<file path="config.mk">
export PLATFORM = sky130hd
export DESIGN_NAME = grad_bin_unit
export DESIGN_NICKNAME = d
export VERILOG_FILES = /design/src/rtl/grad_pkg.sv /design/src/rtl/grad_bin_unit_orient_bin.sv /design/src/rtl/grad_bin_unit.sv
export SDC_FILE = /design/constraint.sdc
export NUM_CORES = 1
export LEC_CHECK = 0
export ABC_AREA = 0
export CORE_ASPECT_RATIO = 1.25
export CORE_UTILIZATION = 50
export CTS_CLUSTER_DIAMETER = 30
export DETAILED_ROUTE_END_ITERATION = 8
export GPL_TIMING_DRIVEN = 0
export HOLD_SLACK_MARGIN = 0.1
export PLACE_DENSITY = 0.69
export SYNTH_ARGS = -nofsm -noshare
export SYNTH_HDL_FRONTEND = slang
export SYNTH_HIERARCHICAL = 1
export SYNTH_SLANG_ARGS = --single-unit
</file>
<file path="constraint.sdc">
create_clock -name clk -period 15.43 [get_ports clk]
set_clock_uncertainty 0.2 [all_clocks]
set_input_delay 3.086 -clock clk [delete_from_list [all_inputs] [get_ports clk]]
set_output_delay 3.086 -clock clk [all_outputs]
set_load 0.05 [all_outputs]
</file>
<file path="src/rtl/grad_pkg.sv">
// Shared constants for the gradient/orientation path.
//   TANxx_Q8  : tan(20/40/60/80 deg) scaled by 256, used as sector thresholds
//   NUM_BINS  : unsigned orientation bins over 0..180 deg (20 deg each)
//   BIN_WIDTH : width of a bin index
//   kernel_px : bit offset of pixel P(r,c) inside a flattened 3x3 window
package grad_pkg;

    localparam int TAN20_Q8  = 93;
    localparam int TAN40_Q8  = 215;
    localparam int TAN60_Q8  = 443;
    localparam int TAN80_Q8  = 1452;

    localparam int NUM_BINS  = 9;
    localparam int BIN_WIDTH = 4;
    localparam int KBLK_W    = 3;

    // r=0 is the newest (bottom) row, c=0 the oldest (left) column.
    function automatic int kernel_px(input int r, input int c, input int bw = 8);
        return (r * KBLK_W + c) * bw;
    endfunction

endpackage

</file>
<file path="src/rtl/grad_bin_unit_orient_bin.sv">
// orient_bin: purely combinational unsigned-orientation binning.
//   i_gx, i_gy : signed gradients, GW bits (two's complement)
//   o_bin      : bin 0..NUM_BINS-1, 20 deg per bin over 0..180 deg
// The vector is folded into the right half-plane (gx >= 0) so only the
// first/fourth quadrants need resolving; the sector count k comes from
// comparing |gy|/gx against tan thresholds in Q8 without a divider.
module orient_bin
    import grad_pkg::*;
#(
    parameter int GW = 9
) (
    input  logic [GW-1:0]        i_gx,
    input  logic [GW-1:0]        i_gy,
    output logic [BIN_WIDTH-1:0] o_bin
);

    localparam int PW = 2 * (GW - 1) + 4;

    logic signed [GW-1:0] w_gx;
    logic signed [GW-1:0] w_gy;
    logic signed [GW-1:0] w_gxf;
    logic signed [GW-1:0] w_gyf;
    logic        [GW-1:0] w_a;
    logic        [GW-1:0] w_b;
    logic        [PW-1:0] w_a_sc;
    logic        [2:0]    w_k;

    assign w_gx  = $signed(i_gx);
    assign w_gy  = $signed(i_gy);

    // Fold by 180 deg when gx < 0; unsigned orientation is unchanged.
    assign w_gxf = w_gx[GW-1] ? -w_gx : w_gx;
    assign w_gyf = w_gx[GW-1] ? -w_gy : w_gy;
    assign w_b   = w_gxf;
    assign w_a   = w_gyf[GW-1] ? -w_gyf : w_gyf;
    assign w_a_sc = PW'(w_a) << 8;

    function automatic logic ge_tan(input logic [PW-1:0] a_sc,
                                    input logic [GW-1:0] b,
                                    input int            t);
        return a_sc >= (PW'(b) * PW'(t));
    endfunction

    assign w_k = 3'(ge_tan(w_a_sc, w_b, TAN20_Q8)) + 3'(ge_tan(w_a_sc, w_b, TAN40_Q8))
               + 3'(ge_tan(w_a_sc, w_b, TAN60_Q8)) + 3'(ge_tan(w_a_sc, w_b, TAN80_Q8));

    always_comb begin
        o_bin = '0;
        // A zero vector would otherwise pass every threshold (0 >= 0).
        if (w_gx == '0 && w_gy == '0)
            o_bin = '0;
        else if (!w_gyf[GW-1])
            o_bin = BIN_WIDTH'(w_k);
        else
            o_bin = BIN_WIDTH'(NUM_BINS - 1) - BIN_WIDTH'(w_k);
    end

endmodule

</file>
<file path="src/rtl/grad_bin_unit.sv">
// grad_bin_unit: sink of the 3x3 kernel stream; emits gradient magnitude
// and 9-bin unsigned orientation per window.
//   clk, rst       : clock, asynchronous active-low reset
//   k_valid/k_ready: kernel handshake; k_border flags line-border windows
//   kernel         : flattened window, P(r,c) at kernel_px(r,c)
//   g_valid/g_ready: output handshake
//   g_mag, g_bin   : |gx|+|gy| and orientation bin; g_border marks border beats
// Stage 1 registers central differences, stage 2 registers mag/bin.
// Each stage loads when empty or when the stage after it drains, giving
// full throughput with a two-beat capacity under backpressure.
module grad_bin_unit
    import grad_pkg::*;
#(
    parameter int BUFFER_WIDTH = 8,
    parameter int BLOCK_WIDTH  = 3,
    parameter int BLOCK_HEIGHT = 3,
    parameter int KERNEL_WIDTH = BLOCK_WIDTH * BLOCK_HEIGHT * BUFFER_WIDTH,
    parameter int MAG_WIDTH    = BUFFER_WIDTH + 1
) (
    input  logic                    clk,
    input  logic                    rst,
    input  logic                    k_valid,
    input  logic                    k_border,
    input  logic [KERNEL_WIDTH-1:0] kernel,
    output logic                    k_ready,
    output logic                    g_valid,
    input  logic                    g_ready,
    output logic [MAG_WIDTH-1:0]    g_mag,
    output logic [BIN_WIDTH-1:0]    g_bin,
    output logic                    g_border
);

    localparam int GW = BUFFER_WIDTH + 1;

    if (BLOCK_WIDTH != 3 || BLOCK_HEIGHT != 3) begin : g_bad_geom
        $error("grad_bin_unit supports only 3x3 kernels");
    end

    logic [BUFFER_WIDTH-1:0] w_p10, w_p12, w_p01, w_p21;
    logic [GW-1:0]           w_gx, w_gy;
    logic                    w_s1_load, w_s2_load;
    logic [GW-1:0]           w_abs_gx, w_abs_gy;
    logic [MAG_WIDTH-1:0]    w_mag;
    logic [BIN_WIDTH-1:0]    w_bin;
    logic                    w_unused;

    logic                    r_s1_valid, r_s1_border;
    logic [GW-1:0]           r_s1_gx, r_s1_gy;
    logic                    r_s2_valid, r_border;
    logic [MAG_WIDTH-1:0]    r_mag;
    logic [BIN_WIDTH-1:0]    r_bin;

    assign w_p10 = kernel[kernel_px(1, 0, BUFFER_WIDTH) +: BUFFER_WIDTH];
    assign w_p12 = kernel[kernel_px(1, 2, BUFFER_WIDTH) +: BUFFER_WIDTH];
    assign w_p01 = kernel[kernel_px(0, 1, BUFFER_WIDTH) +: BUFFER_WIDTH];
    assign w_p21 = kernel[kernel_px(2, 1, BUFFER_WIDTH) +: BUFFER_WIDTH];
    // Corner and centre pixels do not contribute to central differences.
    assign w_unused = ^kernel;

    // One extra bit makes the difference of two unsigned pixels exact.
    assign w_gx = {1'b0, w_p12} - {1'b0, w_p10};
    assign w_gy = {1'b0, w_p01} - {1'b0, w_p21};

    assign w_s2_load = !r_s2_valid || g_ready;
    assign w_s1_load = !r_s1_valid || w_s2_load;
    assign k_ready   = w_s1_load;

    assign w_abs_gx = r_s1_gx[GW-1] ? -r_s1_gx : r_s1_gx;
    assign w_abs_gy = r_s1_gy[GW-1] ? -r_s1_gy : r_s1_gy;
    assign w_mag    = MAG_WIDTH'(w_abs_gx) + MAG_WIDTH'(w_abs_gy);

    orient_bin #(.GW(GW)) u_orient_bin (
        .i_gx  (r_s1_gx),
        .i_gy  (r_s1_gy),
        .o_bin (w_bin)
    );

    always_ff @(posedge clk or negedge rst) begin
        if (!rst) begin
            r_s1_valid  <= 1'b0;
            r_s1_border <= 1'b0;
            r_s1_gx     <= '0;
            r_s1_gy     <= '0;
            r_s2_valid  <= 1'b0;
            r_border    <= 1'b0;
            r_mag       <= '0;
            r_bin       <= '0;
        end else begin
            if (w_s1_load) begin
                r_s1_valid  <= k_valid;
                r_s1_border <= k_border;
                r_s1_gx     <= w_gx;
                r_s1_gy     <= w_gy;
            end
            if (w_s2_load) begin
                r_s2_valid <= r_s1_valid;
                r_border   <= r_s1_border;
                // Border beats still flow so downstream raster counts line up.
                r_mag      <= r_s1_border ? '0 : w_mag;
                r_bin      <= r_s1_border ? '0 : w_bin;
            end
        end
    end

    assign g_valid  = r_s2_valid;
    assign g_mag    = r_mag;
    assign g_bin    = r_bin;
    assign g_border = r_border;

endmodule

</file>
# Word-level counts from Yosys, hierarchy flattened
# Cells that the tools add are included.
[totals]
ff_bits = 35
word_cells = 44
[op_classes]
addsub = 12
n_mul = 4
n_lt_le_gt_ge = 4
n_mux = 9
n_reduce_logical = 7
[op_table]
columns = ["operator", "n"]
rows = [
  ["2-to-1 mux 9 bit", 6],
  ["negation 9 bit", 5],
  ["multiplier 9 x 9 -> 18 bit, second input constant", 2],
  [">= comparator 17 x 20 -> 1 bit", 1],
  [">= comparator 17 x 18 -> 1 bit", 1],
  ["zero test 9 bit", 2],
  ["subtractor 8 x 8 -> 9 bit", 2],
  [">= comparator 17 x 16 -> 1 bit", 1],
  [">= comparator 17 bit", 1],
  ["multiplier 9 x 8 -> 17 bit, second input constant", 1],
  ["multiplier 9 x 7 -> 16 bit, second input constant", 1],
  ["2-to-1 mux 4 bit", 3],
  ["adder 9 bit", 1],
  ["adder 3 x 1 -> 3 bit", 2],
  ["subtractor 4 x 3 -> 4 bit, first input constant", 1],
  ["adder 1 x 1 -> 2 bit", 1],
  ["zero test 1 bit", 2],
  ["logical OR 1 bit", 2],
  ["logical AND 1 bit", 1],
]

# Depth between registers and ports, before layout
# Gate-level depths: netlist of the first run.
[depth]
word_depth = 12
ltp_mapped = 41
depth_no_buf = 41

# By module
# Netlist of the first run, hierarchy kept.
[by_module_without_submodules]
columns = ["module", "instances", "cells_each", "area_per_inst_um2", "seq_area_each_um2"]
rows = [
  ["orient_bin", 1, 848, 7104.3, 0.0],
  ["grad_bin_unit", 1, 322, 2792.7, 875.8],
]

# Least setup slack after synthesis of the first run
# No wires, ideal clock.
[synth_path]
path_kind = "reg-to-reg"
start = "reg r_s1_gx[3]"
end = "reg r_bin[2], in the netlist g_bin[2]"
arrival_time_ns = 8.346
required_ns = 15.108
slack_ns = 6.762
stages_incl_launch_ff = 33
path_buffers = 0
period_less_slack_ns = 8.668
path_cell_list = "dfrtp_1 or4_4 nor4_1 inv_1 fa_1 inv_1 fa_1 inv_1 fa_1 inv_1 ha_1 o41a_1 and4_4 a2111oi_4 xor2_1 ha_1 nand2_1 nor2_1 a2111oi_0 a21oi_1 o22ai_1 fa_1 inv_1 ha_1 inv_1 ha_1 inv_1 ha_1 a21oi_1 xnor2_1 nor2_1 nand2b_1 o21ai_1"
[synth_between]
elab_chain_cells = 11
word_cells_on_any_way = 19
cone_classes = "add/sub: 5; mul: 4; order compare: 4; mux: 4; reduce/logical: 2"
[synth_lines]
columns = ["element", "line", "text"]
rows = [
  ["start, declared", "grad_bin_unit.sv:48", "logic [GW-1:0] r_s1_gx, r_s1_gy;"],
  ["start signal, assigned", "grad_bin_unit.sv:92", "r_s1_gx <= w_gx;"],
  ["negation 9 bit", "grad_bin_unit_orient_bin.sv:32", "assign w_gxf = w_gx[GW-1] ? -w_gx : w_gx;"],
  ["2-to-1 mux 9 bit", "grad_bin_unit_orient_bin.sv:32", ""],
  ["multiplier 9 x 7 -> 16 bit / multiplier 9 x 8 -> 17 bit (equally long branches)", "grad_bin_unit_orient_bin.sv:41", "return a_sc >= (PW'(b) * PW'(t));"],
  [">= comparator 17 x 16 -> 1 bit / >= comparator 17 bit (equally long branches)", "grad_bin_unit_orient_bin.sv:41", ""],
  ["adder 1 x 1 -> 2 bit", "grad_bin_unit_orient_bin.sv:44", "assign w_k = 3'(ge_tan(w_a_sc, w_b, TAN20_Q8)) + 3'(ge_tan(w_a_sc, w_b, TAN40_Q8))"],
  ["adder 3 x 1 -> 3 bit (2 in a row)", "grad_bin_unit_orient_bin.sv:45", "+ 3'(ge_tan(w_a_sc, w_b, TAN60_Q8)) + 3'(ge_tan(w_a_sc, w_b, TAN80_Q8));"],
  ["subtractor 4 x 3 -> 4 bit", "grad_bin_unit_orient_bin.sv:55", "o_bin = BIN_WIDTH'(NUM_BINS - 1) - BIN_WIDTH'(w_k);"],
  ["2-to-1 mux 4 bit", "grad_bin_unit_orient_bin.sv:52", "else if (!w_gyf[GW-1])"],
  ["2-to-1 mux 4 bit (*)", "grad_bin_unit_orient_bin.sv:50", "if (w_gx == '0 && w_gy == '0)"],
  ["via w_bin[2]", "grad_bin_unit.sv:44", "logic [BIN_WIDTH-1:0] w_bin;"],
  ["2-to-1 mux 4 bit (*)", "grad_bin_unit.sv:100", "r_bin <= r_s1_border ? '0 : w_bin;"],
  ["end signal, assigned", "grad_bin_unit.sv:100", ""],
  ["end, declared", "grad_bin_unit.sv:51", "logic [BIN_WIDTH-1:0] r_bin;"],
]
# Mark *: on every way through the listed nets, which the timed path passes. The rest lies on a longest branch.
# A chain may end at the register's enable or synchronous reset.

# Final worst setup path of the first run
[layout_path]
start = "reg r_s1_gx[0]"
end = "reg r_bin[2], in the netlist g_bin[2]"
# Same word-level chain as after synthesis.

==> metrics.cfg, run 1 <==
[detailed_routing]
drtAntennaViolNets=0
vias_per_cell=5.503
drtIter0Drc=294
vias=8232
first_pass_iters=5
wire_per_inst_um=16.27
wl_um=24340
drcViolationCount=0

[flow_run]
maxCapViolations=0

[logic_synthesis]
yosys.area.top_type=ha_1
synth_edf_count=0
synthCells=1170
synth_most_common_cell=inv_1
yosys-top-cells-count=inv_1, ha_1, nand2_1, fa_1, a21oi_1
ys.flop_type=dfrtp_1
ys_ff_latch=35
synth_top_area_frac=0.2478
syn_avg_cell_area_sq_um=8.459
syn_nets=1526
async_flop_share=1.000
synthTopCellsByArea=ha_1, fa_1, dfrtp_1
yosys.cell_types.count=82
syn_area_sq_um=9897
yosysSeqAreaShare=0.08850
ys_warn_count=6

[clock_network]
cts_tree=yes
path_clk_slew_ps=60
cts_buffers=5
cts_root_buffer=clkbuf_16
cts_setup_buffers=0
cts_resized=0
clock_path_buffers=2
insertion_delay_ps=280
cts_hold_buf=0
cts_sinks=35
htree_levels=2

[cells_and_area]
stdcell_area_sq_um=10900
n_fill_cell=1890
layout-drive-gt1-share=0.04062
area_growth_syn_to_layout_pct=10.13
diodes=0
final_core_util=0.5619
fin_nets=1586

[place]
placed_cell_area_sq_um=10760
place_hpwl_um=20980
port_buffers=52
routabilityCongestion=0.9752

[die]
core_area_sq_um=19400
placementRows=57
die-area_sq_um=20360
io_pins=93
start_util=0.5102
fp.dieW_um=127.8
die_h_um=159.3

[global_routing]
grt_pass1_vias=8328
grt_pass1_wl_um=40570
grt_usage=0.2523
grt-ovfl-total=0
antenna_found_initial=0
grt_max_degree=36

[worst_setup_path]
start_kind=flop
path_common_cell=inv_1
crit_slowest_cell=dfrtp_1
slowest_delay_ps=640
crit_path_end_kind=flop
cp.arrival_ps=9820
critPathRequiredTime_ps=15410
cp_max_fo=13
worstSetupPathType=reg2reg

[sta]
fmax_mhz=101.6
fin_setup_tns_ps=0
relSlewSlack=0.1670
rsz0062_at_grt=no
period_needed_ps=9839
worst_pin_slew_ps=1236
fin_crit_sh=0.6377
setup_viol=0
finalMaxSlewViolations=0
finalHoldViolCount=0

[outcome]
status=complete, no violations

[worst_hold_path]
hold_class=reg2reg

==> layout make-up <==
class	count	area [sq um]	area share
multi-input cells	898	8109	0.7440
flip-flops and latches	35	875.8	0.08036
inverters	218	818.3	0.07508
repair buffers	53	523.0	0.04799
well taps	265	331.6	0.03042
clock buffers	6	128.9	0.01182
plain buffers	19	100.1	0.009184
clock inverters	2	12.51	0.001148
==> flip-flops by register name, indices dropped and copies added (netlist names) <==
name	count
g_mag	9
r_s1_valid	1
g_valid	1
r_s1_gx	9
r_s1_border	1
g_bin	4
r_s1_gy	9
g_border	1
==> placed cells by master, fill, tap and decap left out, types with 5 or more instances in the layout <==
cell type        netlist  final
and2_1                 6      6
o31ai_1               14     14
nand2_1               87     87
a21o_1                18     18
ha_1                 196    196
nor2b_1               12     12
buf_2                  7      8
dfrtp_1               35     35
clkbuf_16              0      5
clkdlybuf4s50_1        0     51
nor2_1                56     56
xor2_1                40     40
o41ai_1                5      5
o21ai_0               40     40
nand4_1                7      7
or3_1                  7      7
o211ai_1               6      6
nor3_1                23     23
or4_1                  6      6
clkbuf_1               9     10
nand2b_1              22     22
nor3b_1                7      7
xnor2_1               57     57
o21a_1                15     15
nand3_1               18     18
a211oi_1               8      8
inv_1                211    211
a31oi_1                6      6
a21oi_1               63     63
inv_2                  7      7
fa_1                  83     83
o21ai_1               12     12
a21boi_0               5      5
==> metrics by stage <==
stage          hold slack, ps  worst slack [ps]  instances
2_1_floorplan           224.2              6762       1170
3_3_place_gp            252.0              4427       1487
3_5_place_dp            243.8              5636       1488
4_1_cts                 266.0              5601       1496
5_1_grt                 279.2              5099       1496
6_report                261.4              5591       1496
==> metal layers <==
metal | up-vias | track usage | routed length, um
li1 | 4084 | - | -
met1 | 3937 | 0.3050 | 10210
met2 | 161 | 0.4664 | 12620
met3 | 50 | 0.009409 | 536
met4 | 0 | 0.09893 | 975
met5 | - | 0 | 0
==> cells by family (layout without fill, tap and decap cells) <==
logic type / after synthesis / count (layout) / synth area share
AO/OA/AOI/OAI: 233 / 233 / 0.1595
XOR/XNOR: 99 / 99 / 0.09027
adder cells (fa/ha/maj): 279 / 279 / 0.4157
buffers and inverters: 237 / 298 / 0.09279
flip-flops: 35 / 35 / 0.08850
multiplexers: 7 / 7 / 0.007585
AND/OR/NAND/NOR: 280 / 280 / 0.1456
==> worst max-delay path, delay by kind of cell (launching register included) <==
kind | cells | cell delay [ps]
AO/OA/AOI/OAI | 8 | 2060
adder cells (fa/ha/maj) | 10 | 3440
flip-flops | 1 | 640
XOR/XNOR | 4 | 1010
buffers and inverters | 9 | 1020
AND/OR/NAND/NOR | 9 | 1370
==> final timing paths <==
check	start	to	slack (ps)	cells past startpoint
max	r_s1_gx[0]	g_bin[2]	5590	40
min	r_s1_valid	g_valid	260	1
max reg2reg	r_s1_gx[0]	g_bin[2]	5590	40
min reg2reg	r_s1_valid	g_valid	260	1
max in group asynchronous	rst	g_mag[6]	11830	1
min in group asynchronous	rst	r_s1_gy[8]	2690	1
Power of run 1 is not shown: default switching activity piles up to over one toggle a cycle in this logic, so the estimate is an artifact.
==> inputs of run 2 (changes only) <==
==> constraint.sdc (replaced) <==
create_clock -name clk -period 9.25 [get_ports clk]
set_clock_uncertainty 0.2 [all_clocks]
set_input_delay 1.85 -clock clk [delete_from_list [all_inputs] [get_ports clk]]
set_output_delay 1.85 -clock clk [all_outputs]
set_load 0.05 [all_outputs]
==> metrics.cfg, run 2 (synthesis results as in run 1) <==
[worst_setup_path]
worstSetupPathType=reg2reg
regToRegSetupSlack_ps=370  ; -5220 ps
crit_path_end_kind=flop
timing.rr.end=g_bin[2]
cp_max_fo=6  ; -7
crit_slowest_cell=fa_1
timing.rr.start=r_s1_gx[0]
slowest_delay_ps=560  ; -80 ps
path_common_cell=inv_1
reg2reg_depth=40  ; unchanged
cp.arrival_ps=8860  ; -960 ps
critPathRequiredTime_ps=9230  ; -6180 ps
start_kind=flop

[cells_and_area]
stdcell_count=1503  ; +0.47%
final_core_util=0.5698  ; +0.007933
area_growth_syn_to_layout_pct=11.68
diodes=0  ; unchanged
n_fill_cell=1874  ; -0.85%
layout-drive-gt1-share=0.05816  ; +0.01754
fin_nets=1593  ; +0.44%
layout_common_cells=inv_1, ha_1, nand2_1, fa_1, a21oi_1
layout_commonest_cell=inv_1

[die]
core_area_sq_um=19400  ; unchanged
start_util=0.5102  ; unchanged
die_h_um=159.3  ; unchanged
fp.dieW_um=127.8  ; unchanged
die-area_sq_um=20360  ; unchanged
io_pins=93  ; unchanged
placementRows=57  ; unchanged

[clock_network]
cts_tree=yes
insertion_delay_ps=280  ; about the same
htree_levels=2  ; unchanged
path_clk_slew_ps=60  ; about the same
cts_root_buffer=clkbuf_16
cts_buffers=5  ; unchanged
clock_path_buffers=2  ; unchanged
cts_sinks=35  ; unchanged
cts_hold_buf=0  ; unchanged

[outcome]
status=complete, no violations

[place]
place_hpwl_um=20980  ; unchanged
routabilityCongestion=0.9752  ; unchanged
dp_cells=1488  ; unchanged
port_buffers=52  ; unchanged

[detailed_routing]
wl_um=24530  ; +0.80%
vias=8263  ; +0.38%
drcViolationCount=0  ; unchanged
first_pass_iters=5  ; unchanged
wire_per_inst_um=16.32  ; +0.33%
vias_per_cell=5.498  ; about the same
drtIter0Drc=291  ; -1.0%
drtAntennaViolNets=0  ; unchanged

[sta]
fin_crit_sh=0.9599  ; +0.3223
fmax_mhz=112.6  ; +11%
fin_setup_tns_ps=0  ; unchanged
finalHoldViolCount=0  ; unchanged
finalMaxSlewViolations=0  ; unchanged
period_needed_ps=8880  ; -960.0 ps
worst_pin_slew_ps=1079  ; -157.9 ps
setup_viol=0  ; unchanged
relSlewSlack=0.2758  ; +0.1088

[worst_hold_path]
hold_class=reg2reg
hold_depth=1  ; unchanged
min_delay_worst_endpoint=g_valid
min-delay-start=r_s1_valid

[global_routing]
grt-ovfl-total=0  ; unchanged
antenna_found_initial=0  ; unchanged
grt_pass1_wl_um=40570  ; unchanged
grt_max_degree=36  ; unchanged
grt_usage=0.2523  ; about the same
grt_pass1_vias=8343  ; +0.18%

[flow_run]
maxCapViolations=0  ; unchanged

run 2: worst max-delay path by stage:
stage / from / to
after floorplan: r_s1_gx[3] / g_bin[2]
after global placement: r_s1_gx[0] / g_bin[2]
after detailed placement: r_s1_gx[0] / g_bin[2]
after CTS: r_s1_gx[0] / g_bin[2]
after global routing: r_s1_gx[0] / g_bin[2]
final: r_s1_gx[0] / g_bin[2]
run 2: cell type report:
class / count / area, sq um / share of cell area
well taps: 265 / 331.6 / 0.03000
flip-flops and latches: 35 / 879.6 / 0.07958
plain buffers: 19 / 101.3 / 0.009169
multi-input cells: 898 / 8205 / 0.7424
inverters: 218 / 818.3 / 0.07403
repair buffers: 60 / 575.6 / 0.05207
clock buffers: 6 / 128.9 / 0.01166
clock inverters: 2 / 12.51 / 0.001132
run 2: layer usage:
layer	share of wire	GRT usage
met5	0	0
met3	0.031	0.009073
met1	0.41	0.3046
met4	0.039	0.09840
met2	0.52	0.4671
run 2: timing repair:
| item | in CTS | in global routing |
|---|---|---|
| gates cloned | 0 | 0 |
| gates resized for setup | 8 | 15 |
| setup buffers | 0 | 7 |
| setup endpoints to repair | 3 | 2 |
| pin swaps | 0 | 1 |
run 2: stage by stage:
stage / hold WS [ps] / worst slack [ps] / area, sq um
after global placement: 252.0 / -1753 / 10750
final: 261.4 / 370.5 / 11050
after CTS: 266.0 / 62.28 / 10930
after floorplan: 224.2 / 581.6 / 9897
after detailed placement: 243.8 / -543.9 / 10760
after global routing: 279.2 / -12.16 / 11050
run 2: worst max-delay path: cells and delay by family (launching register included):
family	cells	cell delay, ps
compound gates	8	1940
flops	1	520
simple gates	9	1380
buf+inv	9	730
fa+ha+maj	10	3240
xor+xnor	4	770
Power of run 2 is left out for the same reason.
